[src/rtl/radar_target_emulator_pkg.sv]
// Shared radar definitions: physical constants, the emulator FSM encoding
// and a saturating clamp for range arithmetic in metres.
package radar_pkg;

  localparam int unsigned SPEED_OF_LIGHT_MPS = 300000000;
  localparam int unsigned US_PER_S           = 1000000;

  typedef enum logic [1:0] {
    ST_IDLE  = 2'd0,
    ST_DELAY = 2'd1,
    ST_ECHO  = 2'd2
  } emu_state_t;

  // Clamp a signed 34-bit range value into [0, hi].
  function automatic logic [31:0] clamp_m(input logic signed [33:0] v,
                                          input logic [31:0]        hi);
    logic signed [33:0] hi_s;
    hi_s = $signed({2'b00, hi});
    if (v[33])
      return '0;
    else if (v > hi_s)
      return hi;
    else
      return v[31:0];
  endfunction

endpackage

[src/rtl/radar_target_emulator_target_motion.sv]
// Target range model: periodic motion by a signed closing rate, with an
// immediate load strobe that also restarts the motion tick.
module target_motion
  import radar_pkg::*;
#(
  parameter int unsigned MOTION_TICK_CYCLES = 1000,
  parameter logic [31:0] MAX_DISTANCE       = 32'd300000
) (
  input  logic               CLK,
  input  logic               RST,
  input  logic               load_distance,
  input  logic [31:0]        initial_distance,
  input  logic signed [31:0] closing_rate,
  output logic [31:0]        target_distance
);

  localparam logic [31:0] TICK_LAST = 32'(MOTION_TICK_CYCLES - 1);

  logic [31:0]        tick_cnt;
  logic signed [33:0] moved;
  logic [31:0]        load_val;

  // Candidate range after one motion step, and the ceiling-limited load value.
  always_comb begin
    moved    = $signed({2'b00, target_distance}) -
               $signed({{2{closing_rate[31]}}, closing_rate});
    load_val = (initial_distance > MAX_DISTANCE) ? MAX_DISTANCE : initial_distance;
  end

  // Tick counter and range register; a load takes priority over a tick wrap.
  always_ff @(posedge CLK or negedge RST) begin
    if (!RST) begin
      tick_cnt        <= '0;
      target_distance <= '0;
    end else if (load_distance) begin
      tick_cnt        <= '0;
      target_distance <= load_val;
    end else if (tick_cnt == TICK_LAST) begin
      tick_cnt        <= '0;
      target_distance <= clamp_m(moved, MAX_DISTANCE);
    end else begin
      tick_cnt        <= tick_cnt + 32'd1;
    end
  end

endmodule

[src/rtl/radar_target_emulator.sv]
// Synthetic radar target: measures delay from the trigger falling edge and
// answers with a fixed-width echo after the round-trip time for the current range.
module radar_target_emulator
  import radar_pkg::*;
#(
  parameter int unsigned CLK_PERIOD_US      = 1,
  parameter int unsigned M_PER_CYCLE        = (SPEED_OF_LIGHT_MPS / US_PER_S / 2) * CLK_PERIOD_US,
  parameter int unsigned ECHO_WIDTH         = 4,
  parameter int unsigned MOTION_TICK_CYCLES = 1000,
  parameter logic [31:0] MAX_DISTANCE       = 32'd300000
) (
  input  logic               CLK,
  input  logic               RST,
  input  logic               radar_pulse_trigger,
  input  logic               target_enable,
  input  logic               load_distance,
  input  logic [31:0]        initial_distance,
  input  logic signed [31:0] closing_rate,
  output logic               radar_echo,
  output logic [31:0]        target_distance,
  output logic [15:0]        echo_count,
  output logic               pulse_overrun,
  output logic               busy
);

  localparam logic [32:0] M_STEP     = 33'(M_PER_CYCLE);
  localparam logic [31:0] WIDTH_LAST = 32'(ECHO_WIDTH - 1);

  emu_state_t  state_q, state_d;
  logic [32:0] acc_q, acc_d;
  logic [31:0] snap_q, snap_d;
  logic [31:0] wcnt_q, wcnt_d;
  logic        echo_d, overrun_d, busy_d;
  logic [15:0] count_d;
  logic        trig_q;
  logic        fall;

  target_motion #(
    .MOTION_TICK_CYCLES(MOTION_TICK_CYCLES),
    .MAX_DISTANCE      (MAX_DISTANCE)
  ) u_motion (
    .CLK             (CLK),
    .RST             (RST),
    .load_distance   (load_distance),
    .initial_distance(initial_distance),
    .closing_rate    (closing_rate),
    .target_distance (target_distance)
  );

  assign fall = trig_q & ~radar_pulse_trigger;

  // Next-state and output decode; acc is loaded at the fall edge so the echo
  // rises max(1, ceil(range/M_PER_CYCLE)) edges later.
  always_comb begin
    state_d   = state_q;
    acc_d     = acc_q;
    snap_d    = snap_q;
    wcnt_d    = wcnt_q;
    echo_d    = radar_echo;
    count_d   = echo_count;
    overrun_d = pulse_overrun;
    unique case (state_q)
      ST_IDLE: begin
        if (fall && target_enable && (target_distance <= MAX_DISTANCE)) begin
          snap_d  = target_distance;
          acc_d   = M_STEP;
          state_d = ST_DELAY;
        end
      end
      ST_DELAY: begin
        if (fall) overrun_d = 1'b1;
        if (!target_enable) begin
          state_d = ST_IDLE;
        end else if (acc_q >= {1'b0, snap_q}) begin
          state_d = ST_ECHO;
          echo_d  = 1'b1;
          wcnt_d  = '0;
          count_d = echo_count + 16'd1;
        end else begin
          acc_d = acc_q + M_STEP;
        end
      end
      ST_ECHO: begin
        if (fall) overrun_d = 1'b1;
        if (wcnt_q == WIDTH_LAST) begin
          state_d = ST_IDLE;
          echo_d  = 1'b0;
        end else begin
          wcnt_d = wcnt_q + 32'd1;
        end
      end
      default: begin
        state_d = ST_IDLE;
        echo_d  = 1'b0;
      end
    endcase
    busy_d = (state_d != ST_IDLE);
  end

  // State, timing and output registers.
  always_ff @(posedge CLK or negedge RST) begin
    if (!RST) begin
      state_q       <= ST_IDLE;
      acc_q         <= '0;
      snap_q        <= '0;
      wcnt_q        <= '0;
      trig_q        <= 1'b0;
      radar_echo    <= 1'b0;
      echo_count    <= '0;
      pulse_overrun <= 1'b0;
      busy          <= 1'b0;
    end else begin
      state_q       <= state_d;
      acc_q         <= acc_d;
      snap_q        <= snap_d;
      wcnt_q        <= wcnt_d;
      trig_q        <= radar_pulse_trigger;
      radar_echo    <= echo_d;
      echo_count    <= count_d;
      pulse_overrun <= overrun_d;
      busy          <= busy_d;
    end
  end

endmodule

[config.mk]
export PLATFORM = sky130hd
export DESIGN_NAME = radar_target_emulator
export DESIGN_NICKNAME = d
export VERILOG_FILES = /design/src/rtl/radar_target_emulator_pkg.sv /design/src/rtl/radar_target_emulator_target_motion.sv /design/src/rtl/radar_target_emulator.sv
export SDC_FILE = /design/constraint.sdc
export NUM_CORES = 1
export LEC_CHECK = 0
export ABC_AREA = 0
export CORE_AREA = 8 8 153 155
export DETAILED_ROUTE_END_ITERATION = 7
export DIE_AREA = 0 0 161 163
export GPL_TIMING_DRIVEN = 0
export HOLD_SLACK_MARGIN = 0.06
export PLACE_DENSITY = 0.79
export SKIP_LAST_GASP = 1
export SYNTH_ARGS = -nofsm -noshare
export SYNTH_HDL_FRONTEND = slang
export SYNTH_HIERARCHICAL = 1
export SYNTH_SLANG_ARGS = --single-unit
[constraint.sdc]
create_clock -name CLK -period 5.06 [get_ports CLK]
set_clock_uncertainty 0.15 [all_clocks]
set_input_delay 1.012 -clock CLK [delete_from_list [all_inputs] [get_ports CLK]]
set_output_delay 1.012 -clock CLK [all_outputs]
set_load 0.005 [all_outputs]
==> impl_metrics.csv, run 1 <==
group,metric,value,unit
run_status,outcome,"finished, final reports clean",
logic_synthesis,syn-mean-instance-area,8.86,um^2
clock_tree,cts_buffer_depth,2,
placement,dp_slack,-0.179,ns
finish,num_antenna_cells,0,
global_routing,grt_max_degree,117,
pwr,power.density,347,nW/um^2
setup_path,cp.arrival,5.03,ns
global_routing,antenna_found_initial,0,
floorplanning,chipHeight,163,um
pwr,total_leakage_power,0.00602,uW
clock_tree,h-tree-depth,4,
sta,worst_pin_slew,0.821,ns
setup_path,worstReg2RegEnd,"u_motion/target_distance[3]$_DFFE_PN0P_",
drt,num_vias,11200,
drt,routed_wl,33400,um
drt,vias_per_cell,6.25,
setup_path,required,5.24,ns
logic_synthesis,synth_top_family_by_area,"simple AND/OR/NAND/NOR gates",
clock_tree,cts_resized,0,
pwr,report.power.total,4940,uW
logic_synthesis,yosysSeqAreaShare,37.9,%
logic_synthesis,synthesis.area,12000,um^2
finish,fillers,1705,
pwr,vdd_drop_max,0.202,mV
logic_synthesis,postSynthCellCount,1357,
drt,drt_pass1_iterations,5,
setup_path,worstSetupPathType,"primary input to flip-flop",
clock_tree,cts_sinks,182,
setup_path,cp-end-kind,"flip-flop",
setup_path,cp-start-kind,"primary input",
sta,rsz0062_at_grt,"no",
logic_synthesis,ys_seq_elements,182,
finish,multiInputGateArea,6820,um^2
drt,drt_iter0_drc,828,
floorplanning,dieArea,26200,um^2
placement,dp_hpwl,25300,um
logic_synthesis,synth_warnings,6,
setup_path,r2r-start,"u_motion/target_distance[0]$_DFFE_PN0P_",
finish,drive_gt1_share,7.22,%
global_routing,grt_overflow_total,0,
sta,slew_viol_final,0,
worst_hold_path,min-delay-path-class,"flip-flop to flip-flop",
logic_synthesis,syn_nets,1499,
logic_synthesis,synth_compound_area_share,19.6,%
sta,setup_slack,0.211,ns
floorplanning,start_util,57.7,%
worst_hold_path,hp-start,"pulse_overrun$_DFFE_PN0P_",
placement,io_buffers,119,
finish,areaGrowthSynthToFinish,18.3,%
sta,slew_headroom,45.1,%
logic_synthesis,synth.distinct_cells,89,
floorplanning,rows,53,
sta,fmax,0.206,GHz
sta,finalHoldViolations,0,
finish,seq_area,4550,um^2
setup_path,reg2reg_depth,14,
sta,fin_tns_setup,0,ns
logic_synthesis,synthAdderAreaFrac,7.66,%
clock_tree,cts.root.buffer_cell,"clkbuf_16",
clock_tree,cts_buffers,17,
drt,wl_per_cell,18.7,um
setup_path,path_max_fanout,10,
global_routing,grt_first_pass_wirelength,54800,um
global_routing,grt_pass1_vias,10900,
clock_tree,clk_pin_slew,0.08,ns
worst_hold_path,hold_path_depth,1,
logic_synthesis,async_reset_ff_share,100,%
logic_synthesis,synth.area.mux_share,2.40,%
global_routing,grt_use_total,25.5,%
clock_tree,cts_hold_repair.buffers,0,
finish,nNetsFinal,1638,
sta,min_period,4.85,ns
logic_synthesis,yosys.area_share.xor_xnor,4.88,%
logic_synthesis,synthFlopType,"dfrtp_1",
clock_tree,cts_tree,"yes",
flow_run,max_cap_viol_count,0,
clock_tree,cts_setup_buffers,0,
sta,setup_viol,0,
floorplanning,dieWidth,161,um
logic_synthesis,synth-simple-area-share,22.1,%
floorplanning,io_pins,120,
logic_synthesis,synth_edf_count,0,
setup_path,r2r_setup_slack,0.72,ns
drt,drc,0,
clock_tree,clock_latency,0.45,ns
floorplanning,core-area,20800,um^2
placement,gp_congestion,0.969,
worst_hold_path,holdPathEnd,"pulse_overrun$_DFFE_PN0P_",
finish,final_common_cell,"dfrtp_1",
drt,ant_nets,0,
sta,whs,0.315,ns
sta,fin_crit_sh,95.8,%
finish,final_cell_mix,"182 x dfrtp_1, 122 x a21oi_1, 118 x clkdlybuf4s50_1",
## how the worst max path moves through the flow
stage,cells past startpoint,slack (ns),from,to
2_1_floorplan,12,0.92,closing_rate[0],u_motion/target_distance[4]$_DFFE_PN0P_
3_3_place_gp,1,-4.66,RST,u_motion/tick_cnt[13]$_DFF_PN0_
3_5_place_dp,14,-0.18,closing_rate[0],u_motion/target_distance[0]$_DFFE_PN0P_
4_1_cts,14,0.26,closing_rate[0],u_motion/target_distance[3]$_DFFE_PN0P_
5_1_grt,14,0.01,closing_rate[1],u_motion/target_distance[3]$_DFFE_PN0P_
6_report,14,0.21,closing_rate[1],u_motion/target_distance[3]$_DFFE_PN0P_
## cell usage after synthesis (all sizes together) (21+ instances only)
cell	instances	area share, %
ha	72	7.5
clkbuf	40	1.3
a21oi	123	5.2
nand4	54	2.9
inv	98	3.1
xnor2	27	2.0
nor4	24	1.3
or4	22	1.4
o31ai	21	1.3
nor2	91	2.8
dfrtp	182	38
buf	21	1.1
xor2	40	2.9
nand3	52	2.2
mux2	23	2.2
o21ai	68	2.8
or3	32	1.7
nand2	93	2.9
nor3	39	1.6
## report_power, final
group / total (uW) / internal (uW) / leakage [uW] / switching, uW
clock network: 1370 / 681 / 0.000294 / 691
registers: 1810 / 1630 / 0.00243 / 179
logic: 1750 / 616 / 0.00330 / 1130
total: 4940 / 2930 / 0.00602 / 2000
## cells by family after synthesis
group | Yosys count
and+or+nand+nor | 497
AOI/OAI and AO/OA | 353
DFF | 182
buffers and inverters | 159
adders and majority gates | 73
xor gates and xnor gates | 67
muxes | 26
## area by class of cell
class                           count  area share, %
Buffer                             61           1.97
Clock buffer                       17           2.99
Clock inverter                     15           1.42
Inverter                           98           2.59
Multi-Input combinational cell   1016           48.0
Sequential cell                   182           32.0
Tap cell                          275           2.42
Timing Repair Buffer              120           8.61
## stage by stage
| step | utilization, % | area, um^2 | instances |
|---|---|---|---|
| floorplan | - | 12000 | 1357 |
| global placement | 65.1 | 13600 | 1751 |
| detailed placement | 65.2 | 13600 | 1752 |
| CTS | 68.3 | 14200 | 1784 |
| global route | 68.3 | 14200 | 1784 |
| finish | 68.3 | 14200 | 1784 |
## flip-flops by register name, summed over array words and instances (netlist names)
signal and cells:
trig_q 1, pulse_overrun 1, u_motion/target_distance 32, echo_count 16
acc_q 32, radar_echo 1, state_q 2, snap_q 32
u_motion/tick_cnt 32, busy 1, wcnt_q 32
## routing by layer
| layer | GRT usage [%] | routed length (um) | vias to the layer above | part of all wire, % |
|---|---|---|---|---|
| li1 | - | - | 5289 | - |
| met1 | 33.7 | 14700 | 5341 | 44 |
| met2 | 41.2 | 15500 | 451 | 46 |
| met3 | 4.75 | 2280 | 76 | 6.8 |
| met4 | 9.39 | 967 | 0 | 2.9 |
| met5 | 0 | 0 | - | 0 |
## critical path, stage by stage
cell             delay, ns
clkdlybuf4s50_1       0.51
inv_1                 0.06
ha_1                  0.26
nor2b_1               0.17
o2111ai_1             0.26
and2_0                0.35
o31ai_1               0.43
xor2_1                0.31
a311o_1               0.16
nand3_1               0.08
a41oi_1               0.53
clkbuf_1              0.44
o41ai_1               0.14
mux2_2                0.30
Power figures use the tool's default switching activity.
==> run 2: changes to the inputs <==
--- a/config.mk
+++ b/config.mk
@@ -6,12 +6,14 @@
 export NUM_CORES = 1
 export LEC_CHECK = 0
 export ABC_AREA = 0
-export CORE_AREA = 8 8 153 155
+export CORE_AREA = 8 8 229 231
+export CTS_CLUSTER_DIAMETER = 120
 export DETAILED_ROUTE_END_ITERATION = 7
-export DIE_AREA = 0 0 161 163
+export DIE_AREA = 0 0 237 239
 export GPL_TIMING_DRIVEN = 0
 export HOLD_SLACK_MARGIN = 0.06
-export PLACE_DENSITY = 0.79
+export PLACE_DENSITY = 0.4
+export SKIP_CTS_REPAIR_TIMING = 1
 export SKIP_LAST_GASP = 1
 export SYNTH_ARGS = -nofsm -noshare
 export SYNTH_HDL_FRONTEND = slang
==> run 2 against run 1 <==
Clock power about the same; non-clock buffer count stayed put; clock-buffer cell count up 2; critical path type unchanged; first-iteration DRC count fell by 30%; utilization fell by 38 points; cell count increased by 19%; critical path depth unchanged; setup slack worse by 0.021 ns; total power grew 1.7%; wire length grew 17%; sequential cell count did not move.
==> impl_metrics.csv, run 2 (synthesis results as in run 1) <==
group,metric,value,unit
run_status,outcome,"finished, final reports clean",
placement,dp_hpwl,29900,um
floorplanning,start_util,24.8,%
clock_tree,cts_buffer_depth,2,
sta,fin_tns_setup,0,ns
sta,min_period,4.87,ns
floorplanning,chipHeight,239,um
finish,num_antenna_cells,0,
drt,routed_wl,39200,um
floorplanning,dieWidth,237,um
clock_tree,cts_tree,"yes",
sta,whs,0.321,ns
floorplanning,io_pins,120,
finish,seq_area,4550,um^2
drt,drc,0,
finish,fin_cells,2131,
flow_run,max_cap_viol_count,0,
clock_tree,cts_buffers,17,
setup_path,cp.arrival,5.07,ns
placement,gp_congestion,0.805,
floorplanning,core-area,48500,um^2
floorplanning,dieArea,56600,um^2
global_routing,grt_first_pass_wirelength,63100,um
sta,slew_viol_final,0,
sta,fmax,0.205,GHz
setup_path,required,5.26,ns
pwr,vdd_drop_max,0.276,mV
global_routing,grt_overflow_total,0,
clock_tree,cts.root.buffer_cell,"clkbuf_16",
pwr,power.density,343,nW/um^2
setup_path,worstPathCellList,"clkdlybuf4s50_1 > inv_1 > ha_1 > a21o_1 > a31oi_1 > and2_0 > o41ai_1 > a211oi_1 > a311o_1 > nand3_1 > a41oi_2 > clkbuf_1 > o41ai_1 > mux2_2",
placement,place_area,14000,um^2
finish,final_common_cell,"dfrtp_1",
setup_path,crit_buf_inv,3,
finish,multiInputGateArea,6840,um^2
finish,finalInstanceArea,14600,um^2
drt,drt_iter0_drc,583,
setup_path,critPathTopFamily,"compound AO/OA/AOI/OAI gates",
drt,wl_per_cell,18.4,um
setup_path,cp-end-kind,"flip-flop",
pwr,total_leakage_power,0.00601,uW
setup_path,critPathMaxStageDelay,0.45,ns
worst_hold_path,min-delay-path-class,"flip-flop to flip-flop",
pwr,report.power.total,5020,uW
sta,worst_pin_slew,1.13,ns
setup_path,cpMostUsedCell,"o41ai_1",
finish,areaGrowthSynthToFinish,21.8,%
clock_tree,clock_latency,0.46,ns
global_routing,antenna_found_initial,0,
clock_tree,clk_pin_slew,0.08,ns
finish,drive_gt1_share,7.42,%
drt,num_vias,10700,
global_routing,grt_max_degree,98,
finish,nNetsFinal,1638,
placement,io_buffers,119,
drt,ant_nets,0,
finish,final_cell_mix,"182 x dfrtp_1, 121 x a21oi_1, 118 x clkdlybuf4s50_1",
sta,rsz0062_at_grt,"no",
sta,fin_crit_sh,96.2,%
sta,slew_headroom,24.2,%
clock_tree,h-tree-depth,4,
setup_path,worstSetupPathType,"primary input to flip-flop",
sta,finalHoldViolations,0,
floorplanning,rows,81,
setup_path,cp-start-kind,"primary input",
placement,placed_cells,2099,
setup_path,path_max_fanout,10,
finish,fillers,5139,
sta,setup_viol,0,
drt,vias_per_cell,5.04,
clock_tree,cts_sinks,182,
setup_path,cp_slowest_cell,"clkdlybuf4s50_1",
global_routing,grt_use_total,13.9,%
drt,drt_pass1_iterations,5,
global_routing,grt_pass1_vias,11100,
==> run 2: area by class of cell <==
cell class | instances | area share (%)
Tap cell | 622 | 5.32
Clock buffer | 19 | 3.09
Multi-Input combinational cell | 1016 | 46.7
Sequential cell | 182 | 31.1
Buffer | 61 | 1.92
Clock inverter | 13 | 0.958
Inverter | 98 | 2.51
Timing Repair Buffer | 120 | 8.36
==> run 2: where the power goes <==
group	total (uW)	switching, uW	internal [uW]
combinational	1820	1210	617
sequential	1810	173	1630
clock	1390	664	722
total	5020	2040	2970
==> run 2: worst paths after layout <==
check	slack, ns	start	end	depth (start not counted)
worst max-delay path	0.19	closing_rate[4]	u_motion/target_distance[3]$_DFFE_PN0P_	14
worst min-delay path	0.32	echo_count[15]$_DFFE_PN0P_	echo_count[15]$_DFFE_PN0P_	1
worst max register to register	0.74	u_motion/target_distance[18]$_DFFE_PN0P_	u_motion/target_distance[17]$_DFFE_PN0P_	13
worst min register to register	0.32	echo_count[15]$_DFFE_PN0P_	echo_count[15]$_DFFE_PN0P_	1
max in group asynchronous	3.39	RST	u_motion/tick_cnt[26]$_DFF_PN0_	2
min in group asynchronous	0.43	RST	snap_q[21]$_DFFE_PN0P_	1
==> run 2: metal layers <==
layer / global-route usage [%] / vias up / share of wire (%)
met5: 0 / - / 0
met2: 23.1 / 164 / 47
met4: 4.25 / 0 / 1.6
met3: 2.67 / 31 / 3.2
met1: 18.1 / 5263 / 48
li1: - / 5285 / -
==> run 2: per-stage QoR <==
stage          worst slack (ns)  util, %
2_1_floorplan             0.922        -
3_3_place_gp              -5.73     28.8
3_5_place_dp             -0.405     28.9
4_1_cts                  0.0811     30.1
5_1_grt                 0.00921     30.1
6_report                  0.190     30.1
==> run 3: changes to the inputs <==
--- a/config.mk
+++ b/config.mk
@@ -6,13 +6,14 @@
 export NUM_CORES = 1
 export LEC_CHECK = 0
 export ABC_AREA = 0
-export CORE_AREA = 8 8 229 231
+export CORE_AREA = 8 8 153 155
 export CTS_CLUSTER_DIAMETER = 120
 export DETAILED_ROUTE_END_ITERATION = 7
-export DIE_AREA = 0 0 237 239
+export DIE_AREA = 0 0 161 163
 export GPL_TIMING_DRIVEN = 0
 export HOLD_SLACK_MARGIN = 0.06
-export PLACE_DENSITY = 0.4
+export PLACE_DENSITY = 0.79
+export SETUP_SLACK_MARGIN = 0.15
 export SKIP_CTS_REPAIR_TIMING = 1
 export SKIP_LAST_GASP = 1
 export SYNTH_ARGS = -nofsm -noshare
==> run 3 against run 2 <==
Sequential power about the same; clock power about the same; sequential cell count unchanged; die area decreased by 54%; wire length decreased by 15%; global-route usage increased by 12 points; critical path type unchanged; critical endpoint unchanged; largest cell class unchanged.
==> impl_metrics.csv, run 3 (synthesis results as in run 1) <==
group,metric,value,unit
finish,nNetsFinal,1638,
sta,whs,0.315,ns
drt,vias_per_cell,6.23,
worst_hold_path,holdPathEnd,"pulse_overrun$_DFFE_PN0P_",
floorplanning,dieArea,26200,um^2
clock_tree,cts_buffer_depth,2,
setup_path,required,5.29,ns
setup_path,cp-end-kind,"flip-flop",
floorplanning,start_util,57.7,%
sta,slew_viol_final,0,
clock_tree,cts_tree,"yes",
clock_tree,cts.root.buffer_cell,"clkbuf_16",
placement,io_buffers,119,
global_routing,antenna_found_initial,0,
worst_hold_path,hold_path_depth,1,
floorplanning,core-area,20800,um^2
finish,num_antenna_cells,0,
worst_hold_path,min-delay-path-class,"flip-flop to flip-flop",
clock_tree,h-tree-depth,4,
finish,final_common_cell,"dfrtp_1",
sta,slew_headroom,43.3,%
drt,num_vias,11100,
sta,worst_pin_slew,0.848,ns
worst_hold_path,hp-start,"pulse_overrun$_DFFE_PN0P_",
global_routing,grt_pass1_vias,10900,
pwr,swShare,40.6,%
global_routing,grt_use_total,25.5,%
finish,final_cell_mix,"182 x dfrtp_1, 122 x a21oi_1, 118 x clkdlybuf4s50_1",
sta,setup_viol,0,
floorplanning,dieWidth,161,um
placement,place_area,13600,um^2
sta,fin_crit_sh,93.9,%
setup_path,cp.arrival,4.98,ns
clock_tree,cts_buffers,17,
clock_tree,clock_latency,0.45,ns
pwr,pwr-share-clk,27.8,%
floorplanning,chipHeight,163,um
pwr,vdd_drop_max,0.203,mV
drt,ant_nets,0,
clock_tree,clk_pin_slew,0.08,ns
drt,drc,0,
flow_run,max_cap_viol_count,0,
pwr,p_int,2930,uW
sta,min_period,4.75,ns
finish,drive_gt1_share,7.36,%
setup_path,r2r_setup_slack,0.80,ns
pwr,comb_power_share,35.5,%
drt,wl_per_cell,18.8,um
setup_path,worstReg2RegEnd,"u_motion/target_distance[3]$_DFFE_PN0P_",
placement,dp_hpwl,25300,um
pwr,seq_power_share,36.7,%
pwr,total_leakage_power,0.00602,uW
finish,finalInstanceArea,14200,um^2
floorplanning,io_pins,120,
pwr,p_sw,2010,uW
sta,finalHoldViolations,0,
setup_path,cp-start-kind,"primary input",
global_routing,grt_overflow_total,0,
placement,gp_congestion,0.969,
finish,post-route-util,68.3,%
setup_path,r2r-start,"u_motion/target_distance[0]$_DFFE_PN0P_",
drt,routed_wl,33500,um
setup_path,path_max_fanout,10,
global_routing,grt_first_pass_wirelength,54800,um
setup_path,worstSetupPathType,"primary input to flip-flop",
global_routing,grt_max_degree,117,
finish,areaGrowthSynthToFinish,18.4,%
sta,rsz0062_at_grt,"no",
clock_tree,cts_sinks,182,
drt,drt_iter0_drc,882,
floorplanning,rows,53,
drt,drt_pass1_iterations,5,
pwr,report.power.total,4940,uW
sta,fmax,0.211,GHz
pwr,power.density,347,nW/um^2
setup_path,reg2reg_depth,14,
run_status,outcome,"finished, final reports clean",
-- run 3: layer usage --
layer / part of all wire, % / wire length (um) / up-vias / GRT usage [%]
met2: 46 / 15500 / 413 / 41.2
met1: 44 / 14800 / 5349 / 33.7
met5: 0 / 0 / - / 0
met4: 2.8 / 948 / 0 / 9.39
met3: 6.7 / 2250 / 65 / 4.75
li1: - / - / 5292 / -
-- run 3: power by group through the flow --
| stage | clock (uW) | sequential (uW) | combinational (uW) |
|---|---|---|---|
| after floorplan | 0 | 1780 | 1140 |
| after global placement | 0 | 1830 | 1660 |
| after detailed placement | 0 | 1840 | 1720 |
| after CTS | 1390 | 1810 | 1730 |
| after global routing | 1450 | 1840 | 1930 |
| final | 1370 | 1810 | 1750 |
-- run 3: how the worst max path moves through the flow --
stage | from | to | slack, ns | cells after the start
global route | closing_rate[2] | u_motion/target_distance[3]$_DFFE_PN0P_ | 0.15 | 14
floorplan | closing_rate[0] | u_motion/target_distance[4]$_DFFE_PN0P_ | 0.92 | 12
finish | closing_rate[2] | u_motion/target_distance[3]$_DFFE_PN0P_ | 0.31 | 14
detailed placement | closing_rate[0] | u_motion/target_distance[0]$_DFFE_PN0P_ | -0.18 | 14
global placement | RST | u_motion/tick_cnt[13]$_DFF_PN0_ | -4.66 | 1
CTS | closing_rate[0] | u_motion/target_distance[3]$_DFFE_PN0P_ | 0.26 | 14
-- run 3: stage by stage --
stage | cells | setup TNS (ns) | setup slack [ns]
floorplan | 1357 | 0 | 0.922
global placement | 1751 | -843.86 | -4.66
detailed placement | 1752 | -1.40 | -0.179
CTS | 1784 | 0 | 0.261
global route | 1784 | 0 | 0.153
finish | 1784 | 0 | 0.310
-- run 3: cell type report --
| class | count | area [um^2] |
|---|---|---|
| Tap cell | 275 | 344 |
| Sequential cell | 182 | 4550 |
| Multi-Input combinational cell | 1016 | 6830 |
| Clock buffer | 17 | 425 |
| Timing Repair Buffer | 120 | 1220 |
| Inverter | 98 | 368 |
| Buffer | 61 | 280 |
| Clock inverter | 15 | 201 |
| Fill cell | 1706 | 6590 |
-- run 3: critical path, cell delays in order --
cell and delay (ns):
clkdlybuf4s50_1 0.45, inv_1 0.04, ha_1 0.35, nor2b_1 0.17, o2111ai_1 0.48, a211oi_2 0.19, o211ai_1 0.35, nand2_1 0.15
a311o_1 0.37, a2111oi_4 0.42, nand3_2 0.24, buf_2 0.24, o41ai_1 0.28, mux2_2 0.22
